File: src/rtl/cpu_core_p.sv
// rtl/cpu_core_p.sv - parametrised multi-cycle fetch/execute CPU core
//
// Purpose: two-state (FETCH/EXEC) CPU with a 32-bit instruction word, a
// DATA_W-bit register file, Z/C/N flags, conditional branches, an optional
// CALL/RET return-address stack and terminal HALT/FAULT states.
//
// Optional feature macro: CPU_CALL_STACK_EN
//   defined   - CALL/RET use a STACK_DEPTH-entry stack; overflow/underflow -> FAULT
//   undefined - no stack storage, CALL/RET execute as NOP, fault tied low
//
// Ports:
//   clk, reset       clock (rising edge), synchronous active-high reset
//   enable           FSM advances only when high; all state holds otherwise
//   imem_addr/req    fetch address (= ip) and request (high throughout FETCH)
//   imem_data/valid  instruction word and its valid strobe
//   din, gpi         external data input and general-purpose inputs
//   dout/dout_valid  output register and its one-cycle OUT strobe
//   flags            {4'b0, halted, N, C, Z}
//   halted, fault    terminal-state indicator, sticky stack fault
module cpu_core_p #(
    parameter int DATA_W      = 8,
    parameter int REG_COUNT   = 16,
    parameter int IP_W        = 8,
    parameter int STACK_DEPTH = 4
) (
    input  logic              clk,
    input  logic              reset,
    input  logic              enable,
    output logic [IP_W-1:0]   imem_addr,
    output logic              imem_req,
    input  logic [31:0]       imem_data,
    input  logic              imem_valid,
    input  logic [DATA_W-1:0] din,
    input  logic [3:0]        gpi,
    output logic [DATA_W-1:0] dout,
    output logic              dout_valid,
    output logic [7:0]        flags,
    output logic              halted,
    output logic              fault
);

    localparam int RIDX_W = $clog2(REG_COUNT);

    localparam logic [1:0] ST_FETCH = 2'd0;
    localparam logic [1:0] ST_EXEC  = 2'd1;
    localparam logic [1:0] ST_HALT  = 2'd2;
    localparam logic [1:0] ST_FAULT = 2'd3;

    localparam logic [3:0] OP_LDI  = 4'h1;
    localparam logic [3:0] OP_ADD  = 4'h2;
    localparam logic [3:0] OP_SUB  = 4'h3;
    localparam logic [3:0] OP_AND  = 4'h4;
    localparam logic [3:0] OP_OR   = 4'h5;
    localparam logic [3:0] OP_XOR  = 4'h6;
    localparam logic [3:0] OP_SHL  = 4'h7;
    localparam logic [3:0] OP_IN   = 4'h8;
    localparam logic [3:0] OP_OUT  = 4'h9;
    localparam logic [3:0] OP_JZ   = 4'hA;
    localparam logic [3:0] OP_JMP  = 4'hB;
    localparam logic [3:0] OP_CALL = 4'hC;
    localparam logic [3:0] OP_RET  = 4'hD;
    localparam logic [3:0] OP_JG   = 4'hE;
    localparam logic [3:0] OP_HALT = 4'hF;

    logic [1:0]        state_q, state_d;
    logic [IP_W-1:0]   ip_q, ip_d, ip_inc, target;
    logic [31:0]       instr_q, instr_d;
    logic [DATA_W-1:0] regs_q [REG_COUNT];
    logic              reg_we;
    logic [DATA_W-1:0] reg_wdata;
    logic              z_q, z_d, c_q, c_d, n_q, n_d;
    logic [DATA_W-1:0] dout_q, dout_d;

    logic [3:0]        opcode;
    logic [RIDX_W-1:0] rd_idx, ra_idx, rb_idx;
    logic [DATA_W-1:0] ra_val, rb_val, imm_val, alu_res;
    logic              alu_c;
    logic [DATA_W:0]   sum, diff;
    logic              unused_instr;

    assign opcode  = instr_q[31:28];
    assign rd_idx  = instr_q[24 +: RIDX_W];
    assign ra_idx  = instr_q[20 +: RIDX_W];
    assign rb_idx  = instr_q[16 +: RIDX_W];
    assign imm_val = instr_q[DATA_W-1:0];
    assign target  = instr_q[IP_W-1:0];
    assign ra_val  = regs_q[ra_idx];
    assign rb_val  = regs_q[rb_idx];
    assign ip_inc  = ip_q + IP_W'(1);
    assign unused_instr = ^instr_q;

`ifdef CPU_CALL_STACK_EN
    localparam int SP_W = $clog2(STACK_DEPTH + 1);
    // Storage is rounded up to a power of two so the index width matches the
    // array; entries at or above STACK_DEPTH are never written.
    localparam int SI_W = (STACK_DEPTH > 1) ? $clog2(STACK_DEPTH) : 1;

    logic [IP_W-1:0] stack_q [1 << SI_W];
    logic [SP_W-1:0] sp_q, sp_d, sp_dec;
    logic [SI_W-1:0] push_idx, pop_idx;
    logic            push;
    logic            fault_q, fault_d;

    assign sp_dec   = sp_q - SP_W'(1);
    assign push_idx = sp_q[SI_W-1:0];
    assign pop_idx  = sp_dec[SI_W-1:0];
`endif

    // Borrow for SUB falls out of the extra MSB of the widened difference.
    always_comb begin
        sum     = {1'b0, ra_val} + {1'b0, rb_val};
        diff    = {1'b0, ra_val} - {1'b0, rb_val};
        alu_res = '0;
        alu_c   = 1'b0;
        case (opcode)
            OP_ADD: begin alu_res = sum[DATA_W-1:0];  alu_c = sum[DATA_W];    end
            OP_SUB: begin alu_res = diff[DATA_W-1:0]; alu_c = diff[DATA_W];   end
            OP_AND: alu_res = ra_val & rb_val;
            OP_OR:  alu_res = ra_val | rb_val;
            OP_XOR: alu_res = ra_val ^ rb_val;
            OP_SHL: begin alu_res = ra_val << 1;      alu_c = ra_val[DATA_W-1]; end
            default: ;
        endcase
    end

    always_comb begin
        state_d   = state_q;
        ip_d      = ip_q;
        instr_d   = instr_q;
        reg_we    = 1'b0;
        reg_wdata = '0;
        z_d       = z_q;
        c_d       = c_q;
        n_d       = n_q;
        dout_d    = dout_q;
`ifdef CPU_CALL_STACK_EN
        sp_d      = sp_q;
        push      = 1'b0;
        fault_d   = fault_q;
`endif
        if (enable) begin
            case (state_q)
                ST_FETCH: begin
                    if (imem_valid) begin
                        instr_d = imem_data;
                        state_d = ST_EXEC;
                    end
                end
                ST_EXEC: begin
                    state_d = ST_FETCH;
                    ip_d    = ip_inc;
                    case (opcode)
                        OP_LDI: begin reg_we = 1'b1; reg_wdata = imm_val; end
                        OP_ADD, OP_SUB, OP_AND, OP_OR, OP_XOR, OP_SHL: begin
                            reg_we    = 1'b1;
                            reg_wdata = alu_res;
                            z_d       = (alu_res == '0);
                            n_d       = alu_res[DATA_W-1];
                            c_d       = alu_c;
                        end
                        OP_IN:  begin reg_we = 1'b1; reg_wdata = din; end
                        OP_OUT: dout_d = ra_val;
                        OP_JZ:  if (ra_val == '0) ip_d = target;
                        OP_JMP: ip_d = target;
                        OP_JG:  if ((gpi & instr_q[3:0]) != 4'b0) ip_d = target;
`ifdef CPU_CALL_STACK_EN
                        OP_CALL: begin
                            if (sp_q == SP_W'(STACK_DEPTH)) begin
                                fault_d = 1'b1;
                                state_d = ST_FAULT;
                                ip_d    = ip_q;
                            end else begin
                                push = 1'b1;
                                sp_d = sp_q + SP_W'(1);
                                ip_d = target;
                            end
                        end
                        OP_RET: begin
                            if (sp_q == '0) begin
                                fault_d = 1'b1;
                                state_d = ST_FAULT;
                                ip_d    = ip_q;
                            end else begin
                                sp_d = sp_dec;
                                ip_d = stack_q[pop_idx];
                            end
                        end
`endif
                        OP_HALT: begin
                            state_d = ST_HALT;
                            ip_d    = ip_q;
                        end
                        default: ;
                    endcase
                end
                default: ;
            endcase
        end
    end

    always_ff @(posedge clk) begin
        if (reset) begin
            state_q <= ST_FETCH;
            ip_q    <= '0;
            instr_q <= '0;
            z_q     <= 1'b0;
            c_q     <= 1'b0;
            n_q     <= 1'b0;
            dout_q  <= '0;
            for (int i = 0; i < REG_COUNT; i++) begin
                regs_q[i] <= '0;
            end
`ifdef CPU_CALL_STACK_EN
            sp_q    <= '0;
            fault_q <= 1'b0;
`endif
        end else begin
            state_q <= state_d;
            ip_q    <= ip_d;
            instr_q <= instr_d;
            z_q     <= z_d;
            c_q     <= c_d;
            n_q     <= n_d;
            dout_q  <= dout_d;
            if (reg_we) begin
                regs_q[rd_idx] <= reg_wdata;
            end
`ifdef CPU_CALL_STACK_EN
            sp_q    <= sp_d;
            fault_q <= fault_d;
`endif
        end
    end

`ifdef CPU_CALL_STACK_EN
    // Return addresses need no reset: sp_q alone defines which entries are live.
    always_ff @(posedge clk) begin
        if (!reset && push) begin
            stack_q[push_idx] <= ip_inc;
        end
    end

    assign fault = fault_q;
`else
    assign fault = 1'b0;
`endif

    // Outputs are masked during the reset cycle so the board sees a clean
    // idle core even when reset lands mid-instruction.
    assign imem_addr  = reset ? '0 : ip_q;
    assign imem_req   = !reset && (state_q == ST_FETCH);
    assign dout       = dout_q;
    assign dout_valid = !reset && enable && (state_q == ST_EXEC) && (opcode == OP_OUT);
    assign halted     = !reset && ((state_q == ST_HALT) || (state_q == ST_FAULT));
    assign flags      = {4'b0, halted, n_q, c_q, z_q};

endmodule

File: config.mk
export PLATFORM = sky130hd
export DESIGN_NAME = cpu_core_p
export DESIGN_NICKNAME = d
export VERILOG_FILES = /design/src/rtl/cpu_core_p.sv
export SDC_FILE = /design/constraint.sdc
export NUM_CORES = 1
export LEC_CHECK = 0
export BUFFER_PORTS_ARGS = -buffer_cell sky130_fd_sc_hd__buf_2
export CORE_ASPECT_RATIO = 0.9
export CORE_MARGIN = 5
export CORE_UTILIZATION = 35
export DETAILED_ROUTE_END_ITERATION = 8
export GPL_TIMING_DRIVEN = 0
export HOLD_SLACK_MARGIN = 0.03
export SLEW_MARGIN = 20
export SYNTH_ARGS = -nofsm -noshare
export SYNTH_HDL_FRONTEND = slang
export SYNTH_SLANG_ARGS = --single-unit
File: constraint.sdc
create_clock -name clk -period 6.2 [get_ports clk]
set_input_delay 0.62 -clock clk [delete_from_list [all_inputs] [get_ports clk]]
set_output_delay 0.62 -clock clk [all_outputs]
set_load 0.1 [all_outputs]
==> qor.log <==
INFO  sta            fin_ws=477ps
INFO  grt            grt_max_degree=18
INFO  yosys          post-synth-top-area-fraction=37.9%
INFO  pwr            power=2.98mW
INFO  worst_setup_path cp.required=6380ps
INFO  cells_and_area layout-drive-gt1-share=19.6%
INFO  clock_network  cts_sinks=181
INFO  clock_network  clock_insertion_delay_worst_skew=450ps
INFO  min_path       hold_path_class=in2reg
INFO  yosys          synth.yosys.warnings=0
INFO  yosys          postSynthCellCount=906
INFO  route          drc_errors=0
INFO  worst_setup_path worstPathBufferInverterCount=4
INFO  yosys          yosys-top-cells-area=sky130_fd_sc_hd__edfxtp_1 (38%), sky130_fd_sc_hd__mux4_2 (14%), sky130_fd_sc_hd__dfxtp_1 (10%)
INFO  yosys          synth_flop_cell=sky130_fd_sc_hd__edfxtp_1
INFO  sta            tns=0ps
INFO  clock_network  cts.root.buffer_cell=sky130_fd_sc_hd__clkbuf_16
INFO  clock_network  cts_setup_buffers=0
INFO  worst_setup_path critPathCaptureType=flop
INFO  yosys          count_of_different_cell_masters_after_synthesis=69
INFO  run            max-cap-violations=0
INFO  worst_setup_path timing.setup.critical_path_class=reg2reg
INFO  sta            slew_violations=0
INFO  outcome        run_status=finished clean
INFO  placement      io_buffers=62
INFO  clock_network  cts_buf_count=17
INFO  pwr            power_density=258nW/µm²
INFO  floorplan      core=28700µm²
INFO  worst_setup_path start_kind=flop
INFO  sta            grt_setup_unrepaired=no
INFO  worst_setup_path cpMaxStageDelayCell=sky130_fd_sc_hd__buf_1
INFO  sta            relSlewSlack=30.8%
INFO  route          drt-wirelength-per-cell=21.4µm
INFO  route          avgViaCountPerCell=5.69
INFO  route          dr_total_vias=7789
INFO  worst_setup_path critical_path_arrival=5900ps
INFO  cells_and_area antenna_cells=0
INFO  floorplan      die-area=32500µm²
INFO  floorplan      core.rowCount=59
INFO  worst_setup_path cp_max_fo=10
INFO  yosys          yosysSeqAreaShare=48.4%
INFO  sta            fmax=175MHz
INFO  yosys          asyncSetResetFlopFracSynth=0%
INFO  sta            timing.final.crit_share=92.3%
INFO  worst_setup_path cp_cell_sequence=clkbuf_1 > buf_1 > mux4_2 > mux4_2 > inv_1 > ha_1 > a21o_1 > a21oi_1 > o21ai_0 > o41ai_1 > mux2_2 > o211ai_1 > a221oi_2 > clkbuf_1 > nor2_1
INFO  yosys          synthesis.area_per_instance=11.2µm²
INFO  yosys          post_synth_instance_area=10100µm²
INFO  grt            grt_first_pass_wirelength=45000µm
INFO  sta            worst_slew_pin_tran=1030ps
INFO  grt            grt_overflow=0
INFO  grt            antenna_found_initial=0
INFO  pwr            leakagePower=3.98nW
INFO  sta            hold-worst-slack=408ps
INFO  clock_network  clock_tree.htree_level_count=4
INFO  clock_network  cts.reportedPaths.clkPinSlew=70ps
INFO  cells_and_area share_of_the_core_filled_with_cells_in_the_final_layout=40.3%
INFO  clock_network  cts_tree=built
INFO  floorplan      fp.dieW=189µm
INFO  sta            setup-violations-final=0
INFO  floorplan      start_util=35.3%
INFO  placement      gp_congestion=0.943
INFO  cells_and_area fillCellCount=2752
INFO  pwr            worst_ir_drop_vdd=0.179mV
INFO  route          detail_route.wirelength=29300µm
INFO  yosys          synth_enable_flop_cells=128
INFO  floorplan      die_y=171µm
INFO  route          route.antenna.remaining_nets=0
INFO  cells_and_area synthToLayoutAreaGrowth=14.2%
INFO  route          drt_pass1_iterations=5
INFO  worst_setup_path worst_path_dominant_cell_family=buffers and inverters
INFO  yosys          synth_largest_area_cell=sky130_fd_sc_hd__edfxtp_1
INFO  sta            finalHoldViolations=0
INFO  floorplan      pin_count=76
INFO  cells_and_area nNetsFinal=1066
INFO  placement      dpl_worst_slack=331ps
INFO  route          drt_initial_violations=839
INFO  sta            setup_skew_after_layout=15.9ps
INFO  grt            grt_pass1_vias=7595
INFO  yosys          synth-seq-cells=181
INFO  placement      dp_hpwl=21900µm
INFO  sta            final_critical_path_time_including_i_o_delays_and_setup=5720ps
INFO  worst_setup_path cp_slowest_stage_delay=760ps
INFO  grt            global_route.usage.total=18.2%
INFO  clock_network  maximum_clock_insertion_buffer_count=2
==> routing by layer <==
| metal | wire length [µm] | up-vias | GRT usage, % |
|---|---|---|---|
| met5 | 0 | - | 0 |
| met4 | 960 | 0 | 6.89 |
| met3 | 2310 | 74 | 3.65 |
| met2 | 13400 | 361 | 28.9 |
| met1 | 12600 | 3860 | 24.9 |
| li1 | - | 3494 | - |
==> tightest hold or removal path: stages <==
cell,delay (ps)
sky130_fd_sc_hd__buf_2,90
sky130_fd_sc_hd__nand2_1,50
sky130_fd_sc_hd__a21oi_1,50
==> placed cells by master, fill, tap and decap left out, types with 10 or more instances in the layout <==
master	instances
sky130_fd_sc_hd__nor2_1	169
sky130_fd_sc_hd__edfxtp_1	128
sky130_fd_sc_hd__nand2_1	100
sky130_fd_sc_hd__mux4_2	64
sky130_fd_sc_hd__buf_2	64
sky130_fd_sc_hd__dfxtp_1	53
sky130_fd_sc_hd__clkbuf_1	40
sky130_fd_sc_hd__a21oi_1	39
sky130_fd_sc_hd__ha_1	25
sky130_fd_sc_hd__inv_1	24
sky130_fd_sc_hd__nand2b_1	24
sky130_fd_sc_hd__nor2b_1	20
sky130_fd_sc_hd__mux2i_1	19
sky130_fd_sc_hd__clkbuf_16	18
sky130_fd_sc_hd__nand3_1	17
sky130_fd_sc_hd__a22oi_1	14
sky130_fd_sc_hd__buf_4	11
sky130_fd_sc_hd__o21ai_0	10
==> cells in the mapped netlist, types with 8 or more instances <==
cell	count
sky130_fd_sc_hd__nor3_1	11
sky130_fd_sc_hd__mux4_2	64
sky130_fd_sc_hd__nor2_1	169
sky130_fd_sc_hd__a22oi_1	14
sky130_fd_sc_hd__inv_1	24
sky130_fd_sc_hd__edfxtp_1	128
sky130_fd_sc_hd__dfxtp_1	53
sky130_fd_sc_hd__nand2_1	100
sky130_fd_sc_hd__buf_1	9
sky130_fd_sc_hd__nand3_1	17
sky130_fd_sc_hd__clkbuf_1	40
sky130_fd_sc_hd__o21ai_0	10
sky130_fd_sc_hd__mux2i_1	19
sky130_fd_sc_hd__nand2b_1	24
sky130_fd_sc_hd__a221oi_1	8
sky130_fd_sc_hd__ha_1	25
sky130_fd_sc_hd__buf_4	11
sky130_fd_sc_hd__nor2b_1	20
sky130_fd_sc_hd__a21oi_1	39
sky130_fd_sc_hd__a211oi_1	8
==> worst paths after layout <==
kind | cells past startpoint | slack [ps] | from | endpoint
setup / recovery | 15 | 480 | flop | regs_q[14][7]
hold / removal | 3 | 410 | imem_data[1] | instr_q[1]
setup reg to reg | 15 | 480 | flop | regs_q[14][7]
hold reg to reg | 2 | 460 | instr_q[18] | instr_q[18]
==> through the flow <==
step / std cells / instance area, µm²
4_1_cts: 1370 / 11600
2_1_floorplan: 910 / 10200
3_3_place_gp: 1338 / 10900
6_report: 1370 / 11600
5_1_grt: 1370 / 11600
3_5_place_dp: 1338 / 10900
==> timing repair <==
action	4_1_cts	5_1_grt
setup endpoints to repair	0	10
hold buffers	0	0
gates resized for setup	0	2
==> cell families (layout without fill, tap and decap cells) <==
| group | after synthesis | in the layout | share of synthesized area [%] |
|---|---|---|---|
| fa+ha+maj | 27 | 27 | 3.48 |
| flops | 181 | 181 | 48.4 |
| buf+inv | 90 | 184 | 4.07 |
| compound gates | 137 | 137 | 9.40 |
| other cells | 1 | 5 | 0.0370 |
| mux | 92 | 92 | 17.8 |
| xor+xnor | 3 | 3 | 0.259 |
| simple gates | 375 | 375 | 16.5 |
==> flip-flops by register name (all words and copies together), names as in the netlist, named ones only <==
name / cells
state_q: 2
dout: 8
z_q: 1
n_q: 1
instr_q: 24
regs_q: 128
ip_q: 8
c_q: 1
==> area by class of cell <==
class / count / area (µm²) / area share [%]
Sequential cell: 181 / 4900 / 42.4
Timing Repair Buffer: 62 / 310 / 2.68
Buffer: 65 / 327 / 2.82
Clock inverter: 12 / 154 / 1.33
Clock buffer: 20 / 478 / 4.13
Inverter: 25 / 93.8 / 0.811
Tap cell: 366 / 458 / 3.96
Multi-Input combinational cell: 639 / 4850 / 41.9
==> power by group <==
part / internal (mW) / switching [mW] / total [mW]
clock network: 0.655 / 0.518 / 1.17
registers: 1.33 / 0.0288 / 1.36
logic: 0.167 / 0.283 / 0.449
total: 2.15 / 0.829 / 2.98
Note: power is estimated with default switching activity, not from simulation.
